--- src/rtl/module_decodi_secded.sv ---
// -----------------------------------------------------------------------------
// module_decodi_secded
// Receive-side decoder for the 8-bit extended Hamming(7,4) SECDED word.
// Word layout: [0]=p1 [1]=p2 [2]=d1 [3]=p3 [4]=d2 [5]=d3 [6]=d4 [7]=global parity.
// Two-stage valid/ready pipeline:
//   stage 1 registers the received word,
//   stage 2 registers the classified/corrected result.
// Single-bit errors are corrected and double-bit errors are flagged.
// Two saturating counters record how many errors of each kind were seen.
//
// Optional build macro:
//   DECODI_DROP_DED_EN  double-error words are consumed in stage 2 without ever
//                       raising out_valid; cnt_double counts them as they drop.
//
// Parameters:
//   CNT_W       width of each saturating error counter
//
// Ports:
//   clk         system clock, rising edge
//   rst_n       asynchronous active-low reset
//   in_valid    datos_cod is valid
//   in_ready    stage 1 can take a word this cycle (combinational from out_ready)
//   datos_cod   received SECDED word
//   out_valid   decoded result is valid
//   out_ready   downstream accepts the result
//   datos_dec   corrected data {d4,d3,d2,d1}
//   sindrome    syndrome {c2,c1,c0} of the received word
//   err_single  single-bit error detected and corrected
//   err_double  double-bit error detected; data is left uncorrected
//   clr_cnt     synchronous clear of both counters; wins over a same-cycle increment
//   cnt_single  saturating count of single-bit errors
//   cnt_double  saturating count of double-bit errors
// -----------------------------------------------------------------------------
module module_decodi_secded #(
    parameter int CNT_W = 8
) (
    input  logic             clk,
    input  logic             rst_n,
    input  logic             in_valid,
    output logic             in_ready,
    input  logic [7:0]       datos_cod,
    output logic             out_valid,
    input  logic             out_ready,
    output logic [3:0]       datos_dec,
    output logic [2:0]       sindrome,
    output logic             err_single,
    output logic             err_double,
    input  logic             clr_cnt,
    output logic [CNT_W-1:0] cnt_single,
    output logic [CNT_W-1:0] cnt_double
);

    // Stage-1 holding register
    logic       s1_valid;
    logic [7:0] s1_word;

    // Handshake / flow control
    logic s2_free;
    logic s1_adv;
    logic in_fire;
    logic out_fire;
    logic s2_load;
    logic inc_single;
    logic inc_double;

    // Decode of the stage-1 word
    logic [2:0] syn;
    logic       par;
    logic [7:0] fixed;
    logic [3:0] dec_data;
    logic       dec_single;
    logic       dec_double;

    // A stage advances when the stage after it is empty or draining this cycle.
    assign s2_free  = !out_valid || out_ready;
    assign s1_adv   = s1_valid && s2_free;
    assign in_ready = !s1_valid || s2_free;
    assign in_fire  = in_valid && in_ready;
    assign out_fire = out_valid && out_ready;

    always_comb begin
        // NOTE: every variable assigned here gets a default first, so no path can
        // leave one unassigned and infer a latch.
        fixed      = s1_word;
        dec_single = 1'b0;
        dec_double = 1'b0;

        syn[0] = s1_word[0] ^ s1_word[2] ^ s1_word[4] ^ s1_word[6];
        syn[1] = s1_word[1] ^ s1_word[2] ^ s1_word[5] ^ s1_word[6];
        syn[2] = s1_word[3] ^ s1_word[4] ^ s1_word[5] ^ s1_word[6];
        par    = ^s1_word;

        if (par) begin
            // Odd overall parity means exactly one bit flipped.
            // A zero syndrome places that bit on b7, which carries no data.
            dec_single = 1'b1;
            if (syn != 3'd0) begin
                fixed[syn - 3'd1] = ~s1_word[syn - 3'd1];
            end
        end else if (syn != 3'd0) begin
            // Even parity with a non-zero syndrome means two bits flipped,
            // which cannot be corrected.
            dec_double = 1'b1;
        end

        dec_data = {fixed[6], fixed[5], fixed[4], fixed[2]};
    end

`ifdef DECODI_DROP_DED_EN
    // A double-error word leaves stage 1 but never occupies the output slot.
    assign s2_load    = s1_adv && !dec_double;
    assign inc_double = s1_adv && dec_double;
`else
    assign s2_load    = s1_adv;
    assign inc_double = out_fire && err_double;
`endif
    assign inc_single = out_fire && err_single;

    // Stage 1: capture the received word.
    // NOTE: sequential state uses non-blocking assignments, so every register
    // samples its pre-edge value regardless of the order of the statements.
    always_ff @(posedge clk or negedge rst_n) begin
        if (!rst_n) begin
            s1_valid <= 1'b0;
            s1_word  <= 8'h00;
        end else if (in_fire) begin
            s1_valid <= 1'b1;
            s1_word  <= datos_cod;
        end else if (s1_adv) begin
            s1_valid <= 1'b0;
        end
    end

    // Stage 2: result register.
    // Its outputs stay frozen while downstream stalls.
    // NOTE: the result registers are reset as well as the valids, because zeroed
    // outputs after reset are part of the visible interface.
    always_ff @(posedge clk or negedge rst_n) begin
        if (!rst_n) begin
            out_valid  <= 1'b0;
            datos_dec  <= 4'h0;
            sindrome   <= 3'd0;
            err_single <= 1'b0;
            err_double <= 1'b0;
        end else if (s2_load) begin
            out_valid  <= 1'b1;
            datos_dec  <= dec_data;
            sindrome   <= syn;
            err_single <= dec_single;
            err_double <= dec_double;
        end else if (out_fire) begin
            out_valid  <= 1'b0;
        end
    end

    // Saturating error counters; clr_cnt has priority over any increment.
    always_ff @(posedge clk or negedge rst_n) begin
        if (!rst_n) begin
            cnt_single <= '0;
            cnt_double <= '0;
        end else if (clr_cnt) begin
            cnt_single <= '0;
            cnt_double <= '0;
        end else begin
            if (inc_single && (cnt_single != '1)) begin
                cnt_single <= cnt_single + 1'b1;
            end
            if (inc_double && (cnt_double != '1)) begin
                cnt_double <= cnt_double + 1'b1;
            end
        end
    end

endmodule

--- config.mk ---
export PLATFORM = sky130hd
export DESIGN_NAME = module_decodi_secded
export DESIGN_NICKNAME = d
export VERILOG_FILES = /design/src/rtl/module_decodi_secded.sv
export SDC_FILE = /design/constraint.sdc
export NUM_CORES = 1
export LEC_CHECK = 0
export ABC_AREA = 1
export CAP_MARGIN = 25
export CORE_UTILIZATION = 48
export CTS_BUF_LIST = sky130_fd_sc_hd__clkbuf_8
export CTS_CLUSTER_DIAMETER = 120
export DETAILED_ROUTE_END_ITERATION = 10
export MAX_ROUTING_LAYER = met4
export PLACE_DENSITY = 0.84
export SLEW_MARGIN = 20
export SYNTH_ARGS = -nofsm -noshare
export SYNTH_HDL_FRONTEND = slang
export SYNTH_SLANG_ARGS = --single-unit
--- constraint.sdc ---
create_clock -name clk -period 1.7 [get_ports clk]
set_input_delay 0.255 -clock clk [delete_from_list [all_inputs] [get_ports clk]]
set_output_delay 0.255 -clock clk [all_outputs]
set_load 0.05 [all_outputs]
Word level (Yosys, flattened, before mapping)
Cells that the tools add are included.

storage, ports and cells
  register bits = 35
  output and inout port bits = 27
  input port bits = 13
  word-level logic and storage cells = 62

operators by class
  equality and inequality tests = 2
  muxes and demuxes = 18
  bitwise gates (word level) = 10
  reduce and logical (&&, ||, !) cells = 18
  magnitude comparators = 2
  $add $sub $neg = 3

operators with widths
  kind                   count
  $mux W8                4
  $add A8 B1 Y8 const B  2
  $ne A8 B8 Y1 const B   2
  $mux W7                2
  $mux W1                9
  $xor A1 B1 Y1          9
  $bwmux W8              1
  $logic_and A1 B1 Y1    8
  $reduce_bool A2 Y1     4
  $reduce_xor A8 Y1      1
  $lt A3 B4 Y1 const B   1
  $bmux W1 S3            1
  $demux W1 S3           1
  $ge A3 B1 Y1 const B   1
  $reduce_bool A3 Y1     1
  $sub A3 B1 Y3 const B  1
  $logic_not A1 Y1       2
  $logic_or A1 B1 Y1     2
  $not A1 Y1             1

Longest topological paths before layout
  depth in word-level cells = 11
  gate-level depth with buffers = 17
  gate-level depth less buffers = 16

Least setup slack after synthesis
Ideal clock, no wire load.

  kind = reg2reg
  from = register out_valid
  to = register s1_word[7]
  cell stages (with the launch flop) = 6
  arrival time = 1999 ps
  library setup time = 78 ps
  required time = 1622 ps
  path buffers = 1
  setup slack = -377 ps
  clock period less this slack = 2077 ps
  cell sequence = dfrtp_1 -> nand3_1 -> nand2_1 -> clkbuf_1 -> nor2_1 -> a21oi_1

between the ends
  longest elaborated chain between the ends = 4

RTL lines
  element                 RTL line  source
  start, declared         42        output logic out_valid,
  start signal, assigned  140       out_valid <= 1'b0;
  start signal, assigned  146       out_valid <= 1'b1;
  start signal, assigned  152       out_valid <= 1'b0;
  $logic_not A1 Y1        75        assign s2_free = !out_valid || out_ready;
  $logic_or A1 B1 Y1      75
  $logic_or A1 B1 Y1      77        assign in_ready = !s1_valid || s2_free;
  via in_ready            40        output logic in_ready,
  $logic_and A1 B1 Y1     78        assign in_fire = in_valid && in_ready;
  end signal, assigned    128       s1_word <= datos_cod;
  end, declared           55        logic [7:0] s1_word;

The timed path passes the listed nets, and every way through them passes these cells.
A chain may end at the register's enable or synchronous reset.

Final worst setup path
  from = register s1_word[2]
  to = register datos_dec[0]

between the ends
  longest elaborated chain between the ends = 11
  elaborated cells on any way between the ends = 20
  classes of those cells = 1 x add/sub; 2 x order compare; 7 x mux; 7 x bitwise; 3 x reduce/logical

RTL lines
  element                                                             RTL line  source
  $xor A1 B1 Y1 (on tied branches) (3 in series)                      88, 89
  $sub A3 B1 Y3                                                       98        fixed[syn - 3'd1] = ~s1_word[syn - 3'd1];
  $lt A3 B4 Y1 (not written as such) or $ge A3 B1 Y1 (tied branches)  98
  $logic_and A1 B1 Y1 (not written as such)                           98
  $mux W1 (not written as such)                                       98
  $demux W1 S3                                                        98
  $bwmux W8                                                           98
  $mux W7                                                             97        if (syn != 3'd0) begin
  $mux W7 (*)                                                         93        if (par) begin
  end signal, assigned                                                147       datos_dec <= dec_data;
  end, declared                                                       44        output logic [3:0] datos_dec,

Mark *: on every way between the ends. The rest lies on a longest branch, timed or not. The select of a mux whose other input is x is not followed.

==> impl_metrics.env <==
export IMPL_status="finished with violations"
export IMPL_violations="setup timing"
export IMPL_worst_ep_arrival_time_ps=2040
export IMPL_drc=0
export IMPL_path_clk_slew_ps=70
export IMPL_cp_max_fo=5
export IMPL_area_delta_synth_final_pct=45.9
export IMPL_r2r_start="s1_word[2]$_DFFE_PN0P_"
export IMPL_grtUsageTotal=0.279
export IMPL_reg2reg_to="datos_dec[0]$_DFFE_PN0P_"
export IMPL_slowest_stage="dfrtp_2"
export IMPL_crit_start="s1_word[2]$_DFFE_PN0P_"
export IMPL_start_util=0.509
export IMPL_row_count=23
export IMPL_cp_required_ps=1890
export IMPL_wl_per_cell_um=13.3
export IMPL_clock_skew_ps=7.58
export IMPL_power_switching_mw=1.80
export IMPL_syn_area_per_cell_um2=7.18
export IMPL_fp_dieW_um=67.9
export IMPL_max_cap_viol_count=0
export IMPL_max_freq_mhz=540
export IMPL_synth_top_cell_by_area="dfrtp_1"
export IMPL_swShare=0.460
export IMPL_post_dp_hpwl_mm=4.04
export IMPL_combPwrFrac=0.572
export IMPL_layout_commonest_cell="nand2_1"
export IMPL_antenna_cells=0
export IMPL_post_route_period_util=1.09
export IMPL_yosys_area_top_type_share=0.421
export IMPL_regArea_um2=887
export IMPL_clkPwrFrac=0.146
export IMPL_num_fill_cells=308
export IMPL_p_leak_nw=1.54
export IMPL_worstSetupEndpointType="flip-flop"
export IMPL_cts_root_buf="clkbuf_8"
export IMPL_htree_levels=2
export IMPL_ios=40
export IMPL_seq_area_frac_synth=0.421
export IMPL_p_int_mw=2.12
export IMPL_final_setup_worst_slack_ps=-153
export IMPL_multi_input_area_um2=1180
export IMPL_rsz0062_at_grt="yes"
export IMPL_slew_headroom=0.700
export IMPL_final_util=0.743
export IMPL_tightest_slew_ps=449
export IMPL_insertion_delay_ps=290
export IMPL_clock_path_buffers=2
export IMPL_synth_seq_cells=35
export IMPL_crit_type="reg -> reg"
export IMPL_grt_pass1_vias=2181
export IMPL_grt_pass1_wl_mm=9.07
export IMPL_grt_start_max_net_pins=36
export IMPL_antenna_left=0
export IMPL_slew_viol_final=0
export IMPL_drtIter0Drc=113
export IMPL_grt_ovfl_total=0
export IMPL_dp_slack_ps=-154
export IMPL_antenna_found_initial=0
export IMPL_netlist_area_um2=2080
export IMPL_synthCells=290
export IMPL_firstDrtPassIters=4
export IMPL_critPathMostFrequentCell="nand2_2"
export IMPL_io_buffers=39
export IMPL_cp_start_kind="flip-flop"
export IMPL_async_flop_share=1.00
export IMPL_setup_violations=4
export IMPL_timing_hold_violations_final=0
export IMPL_yosys_warnings=0
export IMPL_power_density_nw_per_um2=1290
export IMPL_postCtsHoldBufs=0
export IMPL_cp_endpoint="datos_dec[0]$_DFFE_PN0P_"
export IMPL_die_h_um=67.9
export IMPL_seqPwrFrac=0.283
export IMPL_layout_common_cells="nand2_1, buf_4, nor2_1"
export IMPL_cts_tree="yes"
export IMPL_drive_gt1_frac=0.376
export IMPL_synth_flop_cell="dfrtp_1"
export IMPL_core_region_area_um2=4090
export IMPL_path_cells="inv_4 > nand2_2 > nand2_2 > nand2_2 > inv_2 > nor2_4 > nand3_2 > inv_2 > ha_4 > nand3_2 > nor2_2 > nand3_1 > nand2_1 > nand2_1"
export IMPL_synth_edf_count=0
export IMPL_route_vias_total=2202
export IMPL_layout_min_cycle_time_ps=1850
export IMPL_reg2reg_depth=14
export IMPL_ir_drop_mv=0.948
export IMPL_routabilityCongestion=0.887
export IMPL_synth_cell_type_count=27
export IMPL_wirelength_mm=5.69
export IMPL_cpPeakStageDelay_ps=470
export IMPL_numCtsBuffers=5
export IMPL_synth_nets=306
export IMPL_synthTopCellsByArea="dfrtp_1, nand2_1, nor2_1"
export IMPL_die_area_um2=4600
export IMPL_cts_sinks=35
export IMPL_vias_per_cell=5.14
export IMPL_final_nets=393
export IMPL_hold_path_class="in -> async"
export IMPL_rrSetupSlack_ps=-150
-- power groups by stage --
| stage | clock network (mW) | registers [mW] | logic (mW) |
|---|---|---|---|
| 2_1_floorplan | 0 | 1.51 | 0.980 |
| 3_3_place_gp | 0 | 1.11 | 2.01 |
| 3_5_place_dp | 0 | 1.11 | 2.06 |
| 4_1_cts | 0.598 | 1.11 | 2.18 |
| 5_1_grt | 0.621 | 1.13 | 2.42 |
| 6_report | 0.571 | 1.11 | 2.24 |
-- area by class of cell --
type,instances,share of cell area
clock buffers,5,0.0227
repair buffers,84,0.226
clock inverters,3,0.00412
multi-input cells,216,0.388
well taps,50,0.0206
inverters,35,0.0465
flip-flops and latches,35,0.292
-- cells in the mapped netlist, drive strengths merged (3+ instances only) --
master and number:
nor3 5, o21ai 11, a21oi 22, nand3 26
nor2 36, inv 35, ha 3, nand2 102
dfrtp 35
-- worst min path at each step --
stage | from | depth (start not counted) | to | slack (ps)
global route | rst_n | 2 | cnt_single[2]$_DFFE_PN0P_ | 440
global placement | datos_dec[3]$_DFFE_PN0P_ | 2 | datos_dec[3]$_DFFE_PN0P_ | 470
finish | rst_n | 2 | cnt_single[2]$_DFFE_PN0P_ | 370
CTS | rst_n | 2 | s1_valid$_DFFE_PN0P_ | 390
detailed placement | datos_dec[2]$_DFFE_PN0P_ | 2 | datos_dec[2]$_DFFE_PN0P_ | 470
floorplan | rst_n | 0 | cnt_double[0]$_DFFE_PN0P_ | -40
-- registers in the layout, summed over array words and instances, names as in the netlist --
register,cells
sindrome,3
cnt_double,8
cnt_single,8
out_valid,1
err_double,1
datos_dec,4
err_single,1
s1_valid,1
s1_word,8
-- stage by stage --
stage / instances / setup TNS [ps] / total power [mW] / hold slack [ps] / cell area, µm²
finish: 428 / -602 / 3.92 / 367 / 3040
global route: 428 / -1060 / 4.18 / 435 / 3040
CTS: 426 / -226 / 3.89 / 387 / 2990
detailed placement: 414 / -1040 / 3.18 / 467 / 2820
floorplan: 290 / -106 / 2.49 / -40.6 / 2150
global placement: 414 / -509 / 3.12 / 468 / 2820
-- routing by layer --
metal  part of all wire  track usage  up-vias  wire [µm]
met3              0.047       0.0533       18        270
met5                  0            -        -          0
li1                   -            -     1101          -
met4              0.032        0.151        0        180
met2               0.52        0.501       67       2990
met1               0.40        0.284     1016       2260
-- kinds of logic after synthesis --
family          share of synthesized area
simple gates                        0.372
buf+inv                            0.0787
compound gates                     0.0980
fa+ha+maj                          0.0180
flops                               0.421
xor+xnor                           0.0126
-- worst max-delay path, delay by kind of cell, from the launching register on --
| family | cells | cell delay [ps] |
|---|---|---|
| AND/OR/NAND/NOR | 10 | 710 |
| flip-flops | 1 | 470 |
| buffers and inverters | 3 | 240 |
| adder cells (fa/ha/maj) | 1 | 320 |
-- what timing repair did --
| action | 4_1_cts | 5_1_grt |
|---|---|---|
| pin swaps | 16 | 5 |
| gates resized for setup | 19 | 9 |
| setup endpoints to repair | 4 | 13 |
| setup buffers | 4 | 2 |
No activity file was read; power rests on OpenSTA's default activity.
